**src/rtl/spacing_fn_pwl.sv**
```systemverilog
// spacing_fn_pwl: programmable piecewise-linear odd-symmetric mapper from sign-magnitude
// fixed point to fp32, 3-stage pipeline with valid/ready and a runtime-writable breakpoint table.
module spacing_fn_pwl #(
  parameter int IN_W     = 8,
  parameter int FRAC_W   = 5,
  parameter int SEG_BITS = 4,
  parameter int OUT_W    = 16,
  parameter int OUT_FRAC = 8
) (
  input  logic                clk,
  input  logic                rst_n,
  input  logic                i_valid,
  output logic                i_ready,
  input  logic [IN_W-1:0]     i_data,
  output logic                o_valid,
  input  logic                o_ready,
  output logic [31:0]         o_data,
  input  logic                cfg_we,
  input  logic [SEG_BITS:0]   cfg_addr,
  input  logic [OUT_W-1:0]    cfg_wdata
);
  localparam int IB   = IN_W - 1 - SEG_BITS;
  localparam int NSEG = 1 << SEG_BITS;
  localparam int SH   = IB + OUT_FRAC - FRAC_W;
  localparam int MW   = OUT_W + IB + 2;
  localparam int YMAX = (1 << OUT_W) - 1;

  logic [OUT_W-1:0]     tbl [NSEG+1];
  logic                 en, v1, v2, sg1, sg2, z1, z2;
  logic [IB-1:0]        f1;
  logic [OUT_W-1:0]     a1, b1, y2, y_n;
  logic [SEG_BITS:0]    k0, k1;
  logic signed [MW-1:0] lo, hi, fs, ys;
  logic [4:0]           msb;
  logic [7:0]           ex;
  logic [22:0]          man;

  assign en      = !o_valid || o_ready;
  assign i_ready = en;
  assign k0      = {1'b0, i_data[IN_W-2 -: SEG_BITS]};
  assign k1      = k0 + (SEG_BITS+1)'(1);

  // reset loads the identity mapping f(x) = x
  always_ff @(posedge clk)
    if (!rst_n)
      for (int i = 0; i <= NSEG; i++)
        tbl[i] <= (i << SH) > YMAX ? OUT_W'(YMAX) : OUT_W'(i << SH);
    else if (cfg_we && cfg_addr <= (SEG_BITS+1)'(NSEG))
      tbl[cfg_addr] <= cfg_wdata;

  always_ff @(posedge clk)
    if (!rst_n) begin
      v1      <= 1'b0;
      v2      <= 1'b0;
      o_valid <= 1'b0;
      o_data  <= '0;
    end else if (en) begin
      v1      <= i_valid;
      sg1     <= i_data[IN_W-1];
      z1      <= i_data[IN_W-2:0] == '0;
      f1      <= i_data[IB-1:0];
      a1      <= tbl[k0];
      b1      <= tbl[k1];
      v2      <= v1;
      sg2     <= sg1;
      z2      <= z1;
      y2      <= y_n;
      o_valid <= v2;
      o_data  <= (z2 || y2 == '0) ? '0 : {sg2, ex, man};
    end

  // floor shift keeps decreasing segments monotone; clamp guards the output range
  always_comb begin
    lo  = MW'(a1);
    hi  = MW'(b1);
    fs  = MW'(f1);
    ys  = lo + (((hi - lo) * fs) >>> IB);
    y_n = ys < 0 ? '0 : ys > MW'(YMAX) ? OUT_W'(YMAX) : ys[OUT_W-1:0];
  end

  always_comb begin
    msb = '0;
    for (int i = 0; i < OUT_W; i++)
      if (y2[i]) msb = 5'(i);
    ex  = 8'(127 + int'(msb) - OUT_FRAC);
    man = 23'(24'(y2) << (5'd23 - msb));
  end
endmodule
```
**config.mk**
```make
export PLATFORM = sky130hd
export DESIGN_NAME = spacing_fn_pwl
export DESIGN_NICKNAME = d
export VERILOG_FILES = /design/src/rtl/spacing_fn_pwl.sv
export SDC_FILE = /design/constraint.sdc
export NUM_CORES = 1
export LEC_CHECK = 0
export ABC_AREA = 1
export ABC_CLOCK_PERIOD_IN_PS = 14200
export CAP_MARGIN = 10
export CORE_MARGIN = 2
export CORE_UTILIZATION = 60
export CTS_BUF_LIST = sky130_fd_sc_hd__clkbuf_4 sky130_fd_sc_hd__clkbuf_8
export CTS_CLUSTER_DIAMETER = 150
export DETAILED_ROUTE_END_ITERATION = 12
export HOLD_SLACK_MARGIN = 0.06
export PLACE_DENSITY = 0.8
export SLEW_MARGIN = 10
export SYNTH_ARGS = -nofsm -noshare
export SYNTH_HDL_FRONTEND = slang
export SYNTH_SLANG_ARGS = --single-unit
```
**constraint.sdc**
```tcl
create_clock -name clk -period 14.2 [get_ports clk]
set_clock_uncertainty 0.15 [all_clocks]
set_input_delay 3.55 -clock clk [delete_from_list [all_inputs] [get_ports clk]]
set_output_delay 3.55 -clock clk [all_outputs]
set_load 0.01 [all_outputs]
```
==> results.txt <==
----------------------------------------------------
[Status]
  Result of the run ... completed

[Worst setup path]
  Setup crit end ... i_ready
  Critical path launch point type ... primary input
  Minimum setup slack among reg-to-reg paths ... approximately 7.5 ns
  Data required, critical path ... 10.50 ns
  Crit. End Element ... primary output
  R2r startpoint ... b1[0]$_DFFE_PP_
  Worst path max stage delay ... 0.60 ns
  Biggest fanout along the worst timing path ... 29
  Cell Chain, Critical Path ... clkdlybuf4s50_1, nor2_2, buf_4, inv_1, clkdlybuf4s50_1
  Critical-path cell with the highest stage delay ... clkdlybuf4s50_1
  Cell type with the highest occurrence count on the critical path ... clkdlybuf4s50_1
  Endpoint of the most critical register-to-register path ... y2[0]$_SDFFCE_PN0P_
  Arrival time of data at the critical path endpoint ... approximately 5.2 ns
  Depth of the most critical reg-to-reg path ... 39
  Type of the worst setup path ... primary input to primary output
  Worst Setup SP ... o_ready

[Pwr]
  Total chip power ... 0.00511 W
  Static Leakage ... 11.5 nW
  Largest voltage drop on the vdd net ... 0.284 mV
  Areal power density over the cells ... 178 nW/um^2

[STA]
  Setup repair after global routing missed its margin ... false
  Pin slew with the least headroom to its limit ... 1.19 ns
  Headroom to the max-slew limit ... 20.9%
  Slew Limit Fails ... 0
  Post-route fraction of the period consumed by the critical path ... 62.6%
  Achievable Freq ... 113 MHz
  Accumulated negative setup slack ... 0 ns
  Fin. Hold Viols ... 0
  Number of failing setup endpoints in the final timing report ... 0
  Final min period ... between 8 and 9 ns

[Clock network]
  Number of resized instances in the post-cts repair step ... 0
  Root cell of the clock tree ... clkbuf_8
  Sink count of the clock tree ... 473
  Clock slew at the register clock pins of the worst setup and hold paths ... 0.04 ns
  Clock buffer count from CTS ... 82
  Clock latency on the worst-skew pair ... 0.69 ns
  Buffers from clock root to sink, at most ... 3
  H-tree depth ... 3
  CTS tree ... built
  Number of hold buffers added after cts ... 0
  Number of setup buffers added after CTS ... 0

[Floorplan]
  Chip height ... 212 um
  Core outline area ... 42800 sq um
  I/O pin cnt ... 68
  Full die area ... around 45000 sq um
  Die Span X ... 212 um
  Row cnt ... 76
  Initial core utilization ... 60.5%

[Synthesis]
  Gate Count Post-Synth ... 2881
  Post-synthesis average cell area ... 8.98 sq um
  Post-synthesis cell area ... 25900 sq um
  Post-synthesis sequential area ratio ... 53.6%
  Number of warnings issued by yosys ... 0
  Async set-or-reset flop fraction in the synthesized netlist ... 0%
  Number of enable-type register cells in the synthesized netlist ... roughly 440
  Flop and latch count out of synthesis ... 473
  Number of distinct standard cells referenced by the synthesized netlist ... 56
  Top FF cell, synth ... edfxtp_1

[Layout]
  Fin nets ... 3100
  Antenna diode count ... 0
  Sequential cell area in the final layout ... 13900 sq um
  Area used by multi-input combinational logic ... 10600 sq um
  Finished Cell Area ... 28700 sq um
  Layout cells sized above 1 ... 6.35%
  Final core utilization ... 67.2%
  Non-Filler Instances ... 3587
  Number of filler instances in the final layout ... roughly 3.4k
  Synthesis-to-layout area growth ... 11.0%

[Route]
  Total length of routed wires ... 69.7 mm
  Final antenna-violating net count ... 0
  Number of remaining DRC errors ... 0
  Vias after detailed routing ... approximately 22k
  Number of detailed-route iterations in the first pass ... 9
  Detailed Route Iter0 Violations ... 2886
  Avg WL per Cell ... 19.4 um
  Via-to-Cell Ratio ... 6.09

[Placement]
  Instance area after placement ... 27100 sq um
  DP HPWL ... 44.5 mm
  RD Place Congestion ... about 0.92
  Count of placed standard cells including taps ... 3436
  Number of I/O port buffers ... 67

[Min path]
  Worst hold-check path type ... register to register

[Global routing]
  Pin count of the biggest net entering global routing ... 152
  Overflow left after global routing ... 0
  Number of global-route vias before repair ... 21.4k
  Global-route total usage across every layer ... 31.3%
  Antenna violations before repair ... 0
  Wire length of the first global-routing pass ... 108 mm

[Run]
  Count of max-cap constraint violations ... 0

----------------------------------------------------
## kinds of logic after synthesis
family	Yosys count	share of synthesized area (%)
AO/OA/AOI/OAI	753	16.4
XOR/XNOR	48	1.73
adder cells (fa/ha/maj)	92	5.00
buffers and inverters	473	7.04
flip-flops	473	53.6
multiplexers	2	0.0773
other	1	0.0145
AND/OR/NAND/NOR	1039	16.1
## sequential cells by signal, summed over array words and instances, names as in the netlist
name,flops
v1,1
o_valid,1
a1,16
b1,16
z1,1
f1,3
z2,1
y2,16
sg1,1
v2,1
tbl,384
sg2,1
o_data,31
## cells in the final DEF, fill, tap and decap left out, drive strengths merged, types with 2 or more instances in the layout
cell           instances
o21bai                 3
nand4                 10
buf                   21
a21o                   3
dfxtp                 34
nand2                317
o311ai                 2
edfxtp               439
ha                    73
clkinv                41
o31ai                 16
a31oi                 16
fa                    19
clkbuf               124
or2                    4
clkdlybuf4s50         65
nor2                 590
mux2i                  2
nor3                   5
xnor2                 22
a21boi                 4
o211ai                35
nand3                107
o22ai                 71
o21ai                364
a21oi                189
conb                 112
o221ai                17
nand3b                 2
xor2                  26
o32ai                 29
nor4                   4
inv                  269
## cells in the mapped netlist (all sizes together) (18+ instances only)
| master | n | area, sq um |
|---|---|---|
| nor2 | 590 | 2210 |
| edfxtp | 439 | 13200 |
| o21ai | 364 | 1830 |
| nand2 | 317 | 1220 |
| inv | 267 | 1000 |
| a21oi | 189 | 950 |
| clkbuf | 165 | 619 |
| nand3 | 107 | 561 |
| ha | 73 | 913 |
| o22ai | 71 | 444 |
| o211ai | 35 | 268 |
| dfxtp | 34 | 681 |
| o32ai | 29 | 254 |
| xor2 | 26 | 254 |
| buf | 23 | 133 |
| xnor2 | 22 | 193 |
| fa | 19 | 380 |
| clkinv | 18 | 67.6 |
## power breakdown
group | total, W | internal, W | switching, W
combinational | 0.00207 | 0.000779 | 0.00129
sequential | 0.00178 | 0.00171 | 0.0000701
clock | 0.00126 | 0.000694 | 0.000565
## per-layer routing
| layer | GRT usage [%] | share of wire, % |
|---|---|---|
| met1 | 37.7 | 37 |
| met3 | 6.36 | 10 |
| met2 | 53.5 | 48 |
| met4 | 16.0 | 4.8 |
| met5 | 0 | 0 |
## stage by stage
stage | hold WS (ns) | setup WS, ns
final | 0.281 | 5.31
after global routing | 0.293 | 5.24
after CTS | 0.286 | 5.32
after detailed placement | 0.258 | 5.31
after global placement | 0.256 | 5.31
after floorplan | 0.250 | 6.53
## area by class of cell
type	instances	area share (%)
inverters	285	3.74
repair buffers	86	2.84
clock buffers	124	5.20
multi-input cells	2046	37.0
flip-flops and latches	473	48.2
clock inverters	27	0.609
well taps	546	2.38
## worst max-delay path: cells and delay by family
family	cells	cell delay (ns)
buffers and inverters	4	1.59
AND/OR/NAND/NOR	1	0.04
## worst min-delay path by stage
| stage | from | endpoint | slack, ns | depth (start not counted) |
|---|---|---|---|---|
| 6_report | z1$_DFFE_PP_ | z2$_DFFE_PP_ | 0.28 | 0 |
| 3_3_place_gp | sg1$_DFFE_PP_ | sg2$_DFFE_PP_ | 0.26 | 0 |
| 2_1_floorplan | sg1$_DFFE_PP_ | sg2$_DFFE_PP_ | 0.25 | 0 |
| 5_1_grt | z1$_DFFE_PP_ | z2$_DFFE_PP_ | 0.29 | 0 |
| 4_1_cts | o_data[7]$_SDFFE_PN0N_ | o_data[7]$_SDFFE_PN0N_ | 0.29 | 2 |
| 3_5_place_dp | z1$_DFFE_PP_ | z2$_DFFE_PP_ | 0.26 | 0 |
No activity file was read; power rests on OpenSTA's default activity.
